**config.mk**
```make
export PLATFORM = sky130hd
export DESIGN_NAME = briscv_program_loader_flat
export DESIGN_NICKNAME = d
export VERILOG_FILES = /design/src/rtl/briscv_program_loader_if.sv /design/src/rtl/briscv_program_loader.sv /design/src/flat_wrapper.sv
export SDC_FILE = /design/constraint.sdc
export NUM_CORES = 1
export LEC_CHECK = 0
export CORE_MARGIN = 1
export CORE_UTILIZATION = 60
export CTS_BUF_LIST = sky130_fd_sc_hd__clkbuf_8
export DETAILED_ROUTE_END_ITERATION = 6
export PLACE_DENSITY = 0.84
export SLEW_MARGIN = 0
export SYNTH_ARGS = -nofsm -noshare
export SYNTH_HDL_FRONTEND = slang
export SYNTH_SLANG_ARGS = --single-unit
```
**constraint.sdc**
```tcl
create_clock -name clock -period 3.8 [get_ports clock]
set_clock_uncertainty 0.1 [all_clocks]
set_input_delay 0.57 -clock clock [delete_from_list [all_inputs] [get_ports clock]]
set_output_delay 0.57 -clock clock [all_outputs]
set_load 0.01 [all_outputs]
```
**src/rtl/briscv_program_loader_if.sv**
```systemverilog
// Byte-stream input and word-wide memory write port of the BRISC-V program loader.
// The loader connects through the slave modport; the system side uses master.
interface briscv_program_loader_if #(
   parameter int DATA_WIDTH       = 32,
   parameter int MEM_ADDRESS_BITS = 10
);
   logic [7:0]                  in_data;
   logic                        in_valid;
   logic                        in_ready;
   logic                        mem_write;
   logic [DATA_WIDTH/8-1:0]     mem_byte_en;
   logic [MEM_ADDRESS_BITS-1:0] mem_address;
   logic [DATA_WIDTH-1:0]       mem_data_out;

   modport master (
      output in_data, in_valid,
      input  in_ready, mem_write, mem_byte_en, mem_address, mem_data_out
   );

   modport slave (
      input  in_data, in_valid,
      output in_ready, mem_write, mem_byte_en, mem_address, mem_data_out
   );
endinterface

```
**src/rtl/briscv_program_loader.sv**
```systemverilog
// Loads a framed little-endian program image into memory, holding the core in reset
// until the frame checksum passes, then pulses start with the entry address.
module briscv_program_loader #(
   parameter int DATA_WIDTH       = 32,
   parameter int ADDRESS_BITS     = 32,
   parameter int MEM_ADDRESS_BITS = 10
) (
   input  logic                    clock,
   input  logic                    reset,
   briscv_program_loader_if.slave  bus,
   output logic                    core_reset,
   output logic                    start,
   output logic [ADDRESS_BITS-1:0] program_address,
   output logic                    busy,
   output logic                    error
);
   localparam logic [2:0] HDR_ENTRY = 3'd0;
   localparam logic [2:0] HDR_COUNT = 3'd1;
   localparam logic [2:0] DATA      = 3'd2;
   localparam logic [2:0] CHECK     = 3'd3;
   localparam logic [2:0] START     = 3'd4;
   localparam logic [2:0] DONE      = 3'd5;
   localparam logic [2:0] ERROR     = 3'd6;

   logic [2:0]                  state_reg;
   logic [1:0]                  byte_cnt_reg;
   logic [31:0]                 entry_reg;
   logic [31:0]                 count_reg;
   logic [23:0]                 word_reg;
   logic [7:0]                  sum_reg;
   logic [MEM_ADDRESS_BITS-1:0] index_reg;
   logic                        mem_write_reg;
   logic [MEM_ADDRESS_BITS-1:0] mem_address_reg;
   logic [DATA_WIDTH-1:0]       mem_data_reg;
   logic [ADDRESS_BITS-1:0]     program_address_reg;

   logic                        accept;
   logic [31:0]                 entry_next;
   logic [31:0]                 count_next;
   logic [7:0]                  sum_next;
   logic [DATA_WIDTH/8-1:0]     byte_en;

   assign accept     = bus.in_valid && bus.in_ready;
   assign entry_next = {bus.in_data, entry_reg[31:8]};
   assign count_next = {bus.in_data, count_reg[31:8]};
   assign sum_next   = sum_reg + bus.in_data;

   always_ff @(posedge clock) begin
      if (reset) begin
         state_reg           <= HDR_ENTRY;
         byte_cnt_reg        <= 2'd0;
         entry_reg           <= '0;
         count_reg           <= '0;
         word_reg            <= '0;
         sum_reg             <= '0;
         index_reg           <= '0;
         mem_write_reg       <= 1'b0;
         mem_address_reg     <= '0;
         mem_data_reg        <= '0;
         program_address_reg <= '0;
      end else begin
         mem_write_reg <= 1'b0;
         if (accept) begin
            case (state_reg)
               HDR_ENTRY: begin
                  entry_reg    <= entry_next;
                  sum_reg      <= sum_next;
                  byte_cnt_reg <= byte_cnt_reg + 2'd1;
                  if (byte_cnt_reg == 2'd3) begin
                     state_reg <= HDR_COUNT;
                     index_reg <= entry_next[MEM_ADDRESS_BITS+1:2];
                  end
               end
               HDR_COUNT: begin
                  count_reg    <= count_next;
                  sum_reg      <= sum_next;
                  byte_cnt_reg <= byte_cnt_reg + 2'd1;
                  if (byte_cnt_reg == 2'd3)
                     state_reg <= (count_next == 32'd0) ? CHECK : DATA;
               end
               DATA: begin
                  sum_reg      <= sum_next;
                  byte_cnt_reg <= byte_cnt_reg + 2'd1;
                  if (byte_cnt_reg != 2'd3) begin
                     word_reg <= {bus.in_data, word_reg[23:8]};
                  end else begin
                     // Registered write; the SUM byte cannot arrive before it reaches memory.
                     mem_write_reg   <= 1'b1;
                     mem_address_reg <= index_reg;
                     mem_data_reg    <= {bus.in_data, word_reg};
                     index_reg       <= index_reg + 1'b1;
                     count_reg       <= count_reg - 32'd1;
                     if (count_reg == 32'd1)
                        state_reg <= CHECK;
                  end
               end
               CHECK: begin
                  sum_reg <= sum_next;
                  if (sum_next == 8'd0) begin
                     state_reg           <= START;
                     program_address_reg <= entry_reg[ADDRESS_BITS-1:0];
                  end else begin
                     state_reg <= ERROR;
                  end
               end
               DONE, ERROR: begin
                  // This byte is already the first ENTRY byte of the next frame.
                  entry_reg    <= entry_next;
                  sum_reg      <= bus.in_data;
                  byte_cnt_reg <= 2'd1;
                  state_reg    <= HDR_ENTRY;
               end
               default: state_reg <= HDR_ENTRY;
            endcase
         end else if (state_reg == START) begin
            state_reg <= DONE;
         end
      end
   end

   genvar gi;
   generate
      for (gi = 0; gi < DATA_WIDTH/8; gi++) begin : g_byte_en
         assign byte_en[gi] = mem_write_reg;
      end
   endgenerate

   assign bus.in_ready     = !reset && (state_reg != START);
   assign bus.mem_write    = mem_write_reg;
   assign bus.mem_byte_en  = byte_en;
   assign bus.mem_address  = mem_address_reg;
   assign bus.mem_data_out = mem_data_reg;

   assign core_reset      = !((state_reg == START) || (state_reg == DONE));
   assign start           = (state_reg == START);
   assign program_address = program_address_reg;
   assign busy            = ((state_reg == HDR_ENTRY) && (byte_cnt_reg != 2'd0)) ||
                            (state_reg == HDR_COUNT) || (state_reg == DATA) ||
                            (state_reg == CHECK);
   assign error           = (state_reg == ERROR);
endmodule

```
**src/flat_wrapper.sv**
```systemverilog
// flat-port wrapper written by rule: the top's interface ports become plain ports
module briscv_program_loader_flat 
#(
   parameter int DATA_WIDTH       = 32,
   parameter int ADDRESS_BITS     = 32,
   parameter int MEM_ADDRESS_BITS = 10
)
  (clock, reset, core_reset, start, program_address, busy, error, bus_in_data, bus_in_valid, bus_in_ready, bus_mem_write, bus_mem_byte_en, bus_mem_address, bus_mem_data_out);
  briscv_program_loader_if #(.DATA_WIDTH(DATA_WIDTH), .MEM_ADDRESS_BITS(MEM_ADDRESS_BITS)) bus_i ();
  input  logic clock;
  input  logic reset;
  output logic core_reset;
  output logic start;
  output logic [ADDRESS_BITS-1:0] program_address;
  output logic busy;
  output logic error;
  input wire logic [$bits(bus_i.in_data)-1:0] bus_in_data;
  input wire logic [$bits(bus_i.in_valid)-1:0] bus_in_valid;
  output wire logic [$bits(bus_i.in_ready)-1:0] bus_in_ready;
  output wire logic [$bits(bus_i.mem_write)-1:0] bus_mem_write;
  output wire logic [$bits(bus_i.mem_byte_en)-1:0] bus_mem_byte_en;
  output wire logic [$bits(bus_i.mem_address)-1:0] bus_mem_address;
  output wire logic [$bits(bus_i.mem_data_out)-1:0] bus_mem_data_out;
  assign bus_i.in_data = bus_in_data;
  assign bus_i.in_valid = bus_in_valid;
  assign bus_in_ready = bus_i.in_ready;
  assign bus_mem_write = bus_i.mem_write;
  assign bus_mem_byte_en = bus_i.mem_byte_en;
  assign bus_mem_address = bus_i.mem_address;
  assign bus_mem_data_out = bus_i.mem_data_out;
  briscv_program_loader #(.DATA_WIDTH(DATA_WIDTH), .ADDRESS_BITS(ADDRESS_BITS), .MEM_ADDRESS_BITS(MEM_ADDRESS_BITS)) u_core (.clock(clock), .reset(reset), .bus(bus_i), .core_reset(core_reset), .start(start), .program_address(program_address), .busy(busy), .error(error));
endmodule
```
# Yosys cells after proc, flatten, opt, wreduce, memory -nomap -nowiden
# Cells that the tools add are included.
[word_totals]
register_bits = 186
inputBits = 11
output_inout_bits = 84
[op_classes]
add_sub_neg = 4
eq_ne = 16
n_mux = 17
bitwise = 3
n_reduce_logical = 32
[ops]
columns = ["cell", "n"]
rows = [
  ["one-hot mux 32 bit (2 select lines)", 1],
  ["== test 32 x 1 -> 1 bit (second input constant)", 1],
  ["logical NOT 32 bit", 1],
  ["two-way mux 32 bit", 1],
  ["subtractor 32 x 1 -> 32 bit (second input constant)", 1],
  ["two-way mux 10 bit", 2],
  ["one-hot mux 10 bit (2 select lines)", 1],
  ["two-way mux 3 bit", 6],
  ["one-hot mux 8 bit (2 select lines)", 1],
  ["!= test 3 bit (second input constant)", 5],
  ["one-hot mux 3 bit (4 select lines)", 1],
  ["AND reduction 3 bit", 4],
  ["nonzero test 2 bit", 6],
  ["adder 10 x 1 -> 10 bit (second input constant)", 1],
  ["== test 3 bit (second input constant)", 3],
  ["OR reduction 3 bit", 3],
  ["adder 8 bit", 1],
  ["logical NOT 8 bit", 1],
  ["== test 3 x 2 -> 1 bit (second input constant)", 2],
  ["AND reduction 2 bit", 3],
  ["AND reduction 5 bit", 1],
  ["logical OR 1 bit", 4],
  ["!= test 2 bit (second input constant)", 2],
  ["one-hot mux 2 bit (2 select lines)", 1],
  ["13 further kinds", 19],
]

# Logic depth before layout (Yosys ltp)
# Gate-level depths: netlist (run 1).
[logic_depth]
depth_word = 5
mapped_depth = 9
depth_no_buf = 8

# Worst setup path after synthesis (run 1)
# No wires, ideal clock.
[synth_timing]
kind = "input to register"
from = "input port bus_in_data[0]"
to = "register u_core.program_address_reg[31], in the netlist u_core.program_address[31]"
setup_ps = 131
arrival_time_ps = 2546
setup_slack_ps = 1023
cell_stages = 9
n_path_buf = 1
cell_sequence = "ha_1 > fa_1 > xor2_1 > or4_1 > a21oi_2 > o2111ai_4 > buf_6 > o21ai_1 > a21oi_2"
[synth_via]
elab_chain_len = 3
[synth_lines]
columns = ["item", "line", "text"]
rows = [
  ["start: declaration", "flat_wrapper.sv:17", "input wire logic [$bits(bus_i.in_data)-1:0] bus_in_data;"],
  ["adder 8 bit", "briscv_program_loader.sv:46", "assign sum_next = sum_reg + bus.in_data;"],
  ["logical NOT 8 bit", "briscv_program_loader.sv:99", "if (sum_next == 8'd0) begin"],
  ["AND reduction 3 bit (no source line)", "n/a", ""],
  ["end signal: assignment", "briscv_program_loader.sv:101", "program_address_reg <= entry_reg[ADDRESS_BITS-1:0];"],
  ["end: declaration", "briscv_program_loader.sv:35", "logic [ADDRESS_BITS-1:0] program_address_reg;"],
]
# No other way between the ends.
# A chain may end at the register's enable or synchronous reset.

# Final worst setup path (run 1)
[layout_timing]
from = "input port bus_in_data[1]"
to = "register u_core.program_address_reg[15], in the netlist u_core.program_address[15]"
# The elaborated chain is that of the path after synthesis.

==> qor.json, run 1 <==
{
  "number_of_synthesized_flops_with_an_enable_pin": {"value": 0},
  "wire_length_of_the_first_global_routing_pass": {"value": 34.8, "unit": "mm"},
  "yosys-top-cells-count": {"value": "249 x nand2_1, 186 x dfxtp_1, 179 x a21oi_1"},
  "syn-cell-area": {"value": 0.00859, "unit": "mm^2"},
  "max_slew.worst_pin.slew": {"value": 1.03, "unit": "ns"},
  "cts_tree": {"value": "yes"},
  "drt-pass1-iter-count": {"value": 6},
  "first_global_vias": {"value": 7044},
  "row_count": {"value": 43},
  "detail_route.drc_violations": {"value": 0},
  "drt_iter0_drc": {"value": 805},
  "max_stage_delay": {"value": 0.49, "unit": "ns"},
  "port_buffers": {"value": 94},
  "synth-seq-cells": {"value": 186},
  "final_net_count": {"value": 1176},
  "holdCritPathClass": {"value": "input pin to flop"},
  "vias": {"value": 8111},
  "min-delay-start": {"value": "reset"},
  "fp.dieH": {"value": 122, "unit": "um"},
  "fin_hold_viols": {"value": 0},
  "ys_async_sr_fraction": {"value": 0, "unit": "%"},
  "yosys_most_used_dff": {"value": "dfxtp_1"},
  "dp.cells": {"value": 1313},
  "grt_antenna_before_repair": {"value": 0},
  "critical_path_buffers_and_inverters": {"value": 2},
  "grt_start_max_net_pins": {"value": 103},
  "route.detailed.wl_per_inst": {"value": 16.2, "unit": "um"},
  "htree_num_levels": {"value": 4},
  "layout.cells.non_filler": {"value": 1343},
  "gp_congestion": {"value": 0.833},
  "final_critical_path_time_including_i_o_delays_and_setup": {"value": 3.09, "unit": "ns"},
  "startpoint_type": {"value": "input pin"},
  "antenna_cells_inserted": {"value": 0},
  "post_synth.cell_area_avg": {"value": 7.78, "unit": "um^2"},
  "status": {"value": "completed"},
  "ys_warn_count": {"value": 0},
  "area_of_the_multi_input_gates": {"value": 0.00432, "unit": "mm^2"},
  "initial_utilization": {"value": 61.6, "unit": "%"},
  "kind_of_cell_with_the_highest_combined_delay_on_the_critical_path": {"value": "compound AO/OA/AOI/OAI gates"},
  "count_of_mapped_cells_out_of_synthesis": {"value": 1104},
  "hold_slack": {"value": 0.315, "unit": "ns"},
  "hold_bufs_inserted_after_cts": {"value": 0},
  "reg2reg_from": {"value": "u_core.sum_reg[0]"},
  "endpoint_kind": {"value": "flop"},
  "grt.total_usage": {"value": 29.5, "unit": "%"},
  "yosys.cell_count.top_type": {"value": "nand2_1"},
  "p_leak": {"value": 3.24, "unit": "nW"},
  "setup_viol": {"value": 0},
  "numCtsBuffers": {"value": 17},
  "globalRouteOverflowTotal": {"value": 0},
  "synthDistinctLibCells": {"value": 79},
  "achievable-frequency": {"value": 324, "unit": "MHz"},
  "place_hpwl": {"value": 13.6, "unit": "mm"},
  "fp.dieW": {"value": 122, "unit": "um"},
  "antenna_violating_nets_left": {"value": 0},
  "clkSlewWorstSetupHoldPaths": {"value": 0.10, "unit": "ns"},
  "relSlewSlack": {"value": 31.6, "unit": "%"},
  "criticalPathCategory": {"value": "input pin to flop"},
  "p_per_area": {"value": 379, "unit": "mW/mm^2"},
  "slowest_stage": {"value": "clkdlybuf4s50_1"},
  "critical_path_required": {"value": 4.08, "unit": "ns"},
  "cts_post_setup_buffers_inserted": {"value": 0},
  "footprint_of_the_flip_flops_and_latches": {"value": 0.00372, "unit": "mm^2"},
  "ctsLongestPathBuffers": {"value": 2},
  "netlist.top_cell.by_area": {"value": "dfxtp_1"},
  "cts.sinks": {"value": 186},
  "p_total": {"value": 3.75, "unit": "mW"},
  "worstPathCellList": {"value": "clkdlybuf4s50_1, buf_4, ha_1, a211oi_1, nor2_1, xnor2_1, o211a_4, nand4_1, a21oi_1"},
  "postSynthNetCount": {"value": 1128},
  "layout_worst_path_cycle_share": {"value": 81.2, "unit": "%"},
  "post_route_cells_drive_above_1_share": {"value": 6.88, "unit": "%"},
  "max_cap_viols": {"value": 0},
  "cts.repair.resized": {"value": 0},
  "totalNegativeSetupSlack": {"value": 0, "unit": "ns"},
  "worstPathArrival": {"value": 3.37, "unit": "ns"},
  "root_buffer_cell": {"value": "clkbuf_8"},
  "synthToLayoutAreaGrowth": {"value": 15.0, "unit": "%"},
  "route.final.wire_length": {"value": 21.7, "unit": "mm"},
  "layout.filler_cells": {"value": 1198},
  "core_region_area": {"value": 0.0139, "unit": "mm^2"},
  "final_max_slew_violation_count": {"value": 0},
  "power.ir.vdd_worst": {"value": 0.231, "unit": "mV"},
  "rsz0062_at_grt": {"value": "false"},
  "avgViaCountPerCell": {"value": 6.04},
  "crit_path_start": {"value": "bus_in_data[1]"},
  "clk-insertion-delay-late": {"value": 0.46, "unit": "ns"},
  "timing.critical_path.fanout_max": {"value": 33},
  "die-area": {"value": 0.0148, "unit": "mm^2"},
  "top_level_pins": {"value": 95},
  "yosysSeqAreaShare": {"value": 43.4, "unit": "%"},
  "netlist_top_cells_area": {"value": "dfxtp_1 43%, nand2_1 11%, a21oi_1 10%"},
  "synth.top_cell.area_share": {"value": 43.4, "unit": "%"}
}
-- kinds of logic after synthesis --
logic type | synth area share, %
compound gates | 22.9
xor+xnor | 0.510
fa+ha+maj | 1.98
buf+inv | 6.44
flops | 43.4
mux | 0.962
simple gates | 23.8
-- worst register-to-register path, stage by stage, from the launching register on --
cell	delay, ns
dfxtp_1	0.33
ha_1	0.21
fa_1	0.41
xor2_1	0.17
or4_1	0.49
a21oi_2	0.23
o211a_4	0.45
nand4_1	0.19
a21oi_1	0.17
-- metrics by stage --
| stage | cell area (um^2) | util [%] | setup WS [ns] |
|---|---|---|---|
| finish | 9880 | 70.9 | 0.715 |
| global route | 9880 | 70.9 | 0.519 |
| CTS | 9880 | 70.9 | 0.783 |
| detailed placement | 9440 | 67.8 | 0.314 |
| global placement | 9440 | 67.8 | 0.348 |
| floorplan | 8590 | - | 1.02 |
-- power by group --
part | leakage (nW) | total (mW) | switching, mW | internal [mW]
sequential | 1.50 | 1.98 | 0.0173 | 1.97
combinational | 1.52 | 0.302 | 0.205 | 0.0967
clock | 0.225 | 1.46 | 0.721 | 0.741
-- layer usage --
metal | vias to the layer above | global-route usage, % | routed length (um)
met5 | - | 0 | 0
met4 | 0 | 10.8 | 474
met3 | 38 | 4.92 | 1350
met2 | 285 | 47.3 | 10300
met1 | 3821 | 39.8 | 9590
li1 | 3967 | - | -
-- layout make-up --
cell class              count  area share [%]
clock buffers              18            2.51
inverters                  16           0.608
repair buffers            117            11.2
flip-flops and latches    186            37.7
clock inverters            12            1.92
well taps                 180            2.28
multi-input cells         814            43.8
-- cells in the final DEF (no fill, tap or decap), types with 16 or more instances in the layout --
cell type / count
nor2_1: 67
clkdlybuf4s50_1: 93
clkbuf_8: 18
o21ai_1: 32
nor3_1: 24
nand2_1: 249
inv_1: 16
dfxtp_1: 186
a21oi_1: 179
nand4_1: 37
buf_4: 24
o21ai_0: 51
-- worst paths after layout --
check / slack, ns / to / cells after the start
worst max-delay path: 0.71 / u_core.program_address[15] / 9
worst min register to register: 0.35 / u_core.bus.mem_data_out[2] / 2
worst max register to register: 0.98 / u_core.program_address[15] / 8
worst min-delay path: 0.32 / u_core.count_reg[10] / 2
Power figures use the tool's default switching activity.
==> run 2: changes to the inputs <==
- CORE_UTILIZATION: 60 -> 53
- PLACE_DENSITY: 0.84 -> 0.79
- clock period: 3.8 -> 2.5 ns (I/O delays scaled with it)
==> run 2 against run 1 <==
Net effect:
- the flow now finishes with violations (negative setup slack)
- flip-flop and latch count is the same
- sequential power grew 52%
- via count grew 4.4%
- sequential share of layout area shrank 2.5 points
- worst hold slack lost 0.20 ns
- global-route usage shrank 0.51 points
- utilization shrank 3.9 points
- largest power group unchanged
==> qor.json, run 2 (synthesized netlist as in run 1, its figures left out) <==
{
  "antenna_cells_inserted": {"value": 0, "change": "unchanged"},
  "drt-pass1-iter-count": {"value": 5, "change": "-1"},
  "endpoint_kind": {"value": "flop"},
  "root_buffer_cell": {"value": "clkbuf_8"},
  "switching_share": {"value": 27.2, "unit": "%", "change": "+2.0 points"},
  "timing.critical_path.fanout_max": {"value": 8, "change": "-76%"},
  "achievable-frequency": {"value": 375, "unit": "MHz"},
  "p_leak": {"value": 3.57, "unit": "nW", "change": "+10%"},
  "rsz0062_at_grt": {"value": "true"},
  "max_stage_delay": {"value": 0.50, "unit": "ns", "change": "about the same"},
  "grt.total_usage": {"value": 28.9, "unit": "%", "change": "-0.51 points"},
  "final_cell_area": {"value": 0.0106, "unit": "mm^2", "change": "+7.3%"},
  "p_per_area": {"value": 524, "unit": "mW/mm^2", "change": "+38%"},
  "placement.cell_area": {"value": 0.00990, "unit": "mm^2", "change": "+4.8%"},
  "clk-insertion-delay-late": {"value": 0.47, "unit": "ns", "change": "about the same"},
  "cts.sinks": {"value": 186, "change": "unchanged"},
  "detail_route.drc_violations": {"value": 0, "change": "unchanged"},
  "final_max_slew_violation_count": {"value": 0, "change": "unchanged"},
  "numCtsBuffers": {"value": 17, "change": "unchanged"},
  "holdCritPathClass": {"value": "input pin to flop"},
  "cts_tree": {"value": "yes"},
  "setup_slack": {"value": -0.168, "unit": "ns", "change": "-0.883 ns"},
  "internal_power": {"value": 4.05, "unit": "mW", "change": "+44%"},
  "fp.dieH": {"value": 129, "unit": "um", "change": "+6.3%"},
  "htree_num_levels": {"value": 4, "change": "unchanged"},
  "setup_viol": {"value": 33, "change": "+33"},
  "final_critical_path_time_including_i_o_delays_and_setup": {"value": 2.67, "unit": "ns"},
  "ctsLongestPathBuffers": {"value": 2, "change": "unchanged"},
  "most_frequent_cells_in_the_layout": {"value": "249 x nand2_1, 184 x dfxtp_1, 177 x a21oi_1"},
  "startpoint_type": {"value": "flop"},
  "row_count": {"value": 46, "change": "+7.0%"},
  "power.switching": {"value": 1.51, "unit": "mW", "change": "+60%"},
  "power.ir.vdd_worst": {"value": 0.460, "unit": "mV", "change": "+99%"},
  "pwr-share-clk": {"value": 34.8, "unit": "%", "change": "-4.2 points"},
  "route.final.wire_length": {"value": 24.0, "unit": "mm", "change": "+11%"},
  "power.sequential.fraction": {"value": 54.2, "unit": "%", "change": "+1.3 points"},
  "route.detailed.wl_per_inst": {"value": 16.8, "unit": "um", "change": "+3.9%"},
  "final_net_count": {"value": 1224, "change": "+4.1%"},
  "max_slew.worst_pin.slew": {"value": 0.854, "unit": "ns", "change": "-0.173 ns"},
  "post_route_cells_drive_above_1_share": {"value": 12.9, "unit": "%", "change": "+6.0 points"},
  "first_global_vias": {"value": 7556, "change": "+7.3%"},
  "totalNegativeSetupSlack": {"value": -4.50, "unit": "ns", "change": "-4.50 ns"},
  "grt_antenna_before_repair": {"value": 0, "change": "unchanged"},
  "place_hpwl": {"value": 14.7, "unit": "mm", "change": "+7.5%"},
  "core_region_area": {"value": 0.0158, "unit": "mm^2", "change": "+14%"},
  "synthToLayoutAreaGrowth": {"value": 23.4, "unit": "%"},
  "place_worst_setup_slack": {"value": -0.649, "unit": "ns", "change": "-0.963 ns"},
  "clkSlewWorstSetupHoldPaths": {"value": 0.10, "unit": "ns", "change": "about the same"},
  "worstPathCellList": {"value": "ha_4, fa_2, xor2_1, or4_4, a21oi_4, o2111ai_4, buf_6, buf_16, o21ai_1, a21oi_1"},
  "criticalPathCategory": {"value": "flop to flop"},
  "worstPathArrival": {"value": 2.89, "unit": "ns", "change": "-0.48 ns"},
  "die-area": {"value": 0.0167, "unit": "mm^2", "change": "+13%"},
  "initial_utilization": {"value": 54.3, "unit": "%", "change": "-7.4 points"},
  "port_buffers": {"value": 94, "change": "unchanged"},
  "wire_length_of_the_first_global_routing_pass": {"value": 38.1, "unit": "mm", "change": "+9.5%"},
  "slowest_stage": {"value": "or4_4"},
  "fin_hold_viols": {"value": 0, "change": "unchanged"},
  "status": {"value": "finished, violations left"},
  "critical_path_required": {"value": 2.73, "unit": "ns", "change": "-1.35 ns"},
  "max_cap_viols": {"value": 0, "change": "unchanged"},
  "violations_in_the_final_reports": {"value": "negative setup slack"},
  "fp.dieW": {"value": 129, "unit": "um", "change": "+6.3%"},
  "top_level_pins": {"value": 95, "change": "unchanged"},
  "gp_congestion": {"value": 0.879, "change": "+5.5%"},
  "grt_start_max_net_pins": {"value": 175, "change": "+70%"},
  "avgViaCountPerCell": {"value": 5.93, "change": "-1.8%"},
  "antenna_violating_nets_left": {"value": 0, "change": "unchanged"},
  "globalRouteOverflowTotal": {"value": 0, "change": "unchanged"},
  "drt_iter0_drc": {"value": 1008, "change": "+25%"},
  "vias": {"value": 8471, "change": "+4.4%"},
  "relSlewSlack": {"value": 43.1, "unit": "%", "change": "+12 points"},
  "layout.cells.most_common": {"value": "nand2_1"},
  "comb_power_share": {"value": 11.0, "unit": "%", "change": "+2.9 points"},
  "layout_worst_path_cycle_share": {"value": 107, "unit": "%"}
}
run 2: cell count changes in the layout (fill, tap and decap cells not counted), sizes merged:
cell           previous run  this run
clkdlybuf4s50            93        92
inv                      21        24
dlygate4sd2               0         1
bufbuf                    0         1
clkbuf                   18        19
clkinvlp                  0         2
bufinv                    4         1
buf                      24        70
run 2: per-stage QoR:
stage | utilization (%) | cells | hold WS, ns | power [mW]
after floorplan | - | 1104 | 0.332 | 3.42
after detailed placement | 62.6 | 1387 | 0.346 | 3.62
after global placement | 62.6 | 1387 | 0.342 | 3.61
after CTS | 66.5 | 1428 | 0.100 | 5.54
after global routing | 67.0 | 1429 | 0.125 | 5.76
final | 67.0 | 1429 | 0.118 | 5.56
run 2: final cells by class:
type / instances / area (um^2)
clock buffers: 18 / 248
clock inverters: 14 / 121
fillers: 1302 / 5230
inverters: 16 / 60.1
multi-input cells: 814 / 4460
flip-flops and latches: 186 / 3730
well taps: 216 / 270
repair buffers: 165 / 1710
run 2: metal layers:
metal	share of wire (%)	GRT usage, %
met1	43	38.3
met2	47	45.8
met3	6.9	5.45
met4	3.1	13.2
met5	0	0
run 2: path summary, 6_finish.rpt:
path / startpoint / end / slack, ns / depth (start not counted)
max: u_core.sum_reg[0] / u_core.program_address[20] / -0.17 / 10
min: reset / u_core.sum_reg[0] / 0.12 / 2
max reg2reg: u_core.sum_reg[0] / u_core.program_address[20] / -0.17 / 10
min reg2reg: u_core.word_reg[0] / u_core.bus.mem_data_out[0] / 0.36 / 2
run 2: power groups by stage:
stage | clock [mW] | combinational (mW) | sequential (mW)
4_1_cts | 1.96 | 0.563 | 3.01
3_3_place_gp | 0 | 0.532 | 3.08
3_5_place_dp | 0 | 0.540 | 3.08
6_report | 1.93 | 0.610 | 3.01
5_1_grt | 2.08 | 0.655 | 3.02
2_1_floorplan | 0 | 0.346 | 3.07
run 2: what timing repair did:
item,4_1_cts,5_1_grt
hold endpoints to repair,0,0
pin swaps,14,8
cloned,4,1
endpoints found under the setup margin,33,37
setup buffers,5,0
resized for setup,31,12
hold buffers,0,0
run 2: worst max-delay path, delay by kind of cell, from the launching register on:
family / cells / cell delay [ns]
AOI/OAI and AO/OA: 4 / 0.58
DFF: 1 / 0.35
buffers and inverters: 2 / 0.34
and+or+nand+nor: 1 / 0.50
adders and majority gates: 2 / 0.50
xor gates and xnor gates: 1 / 0.16
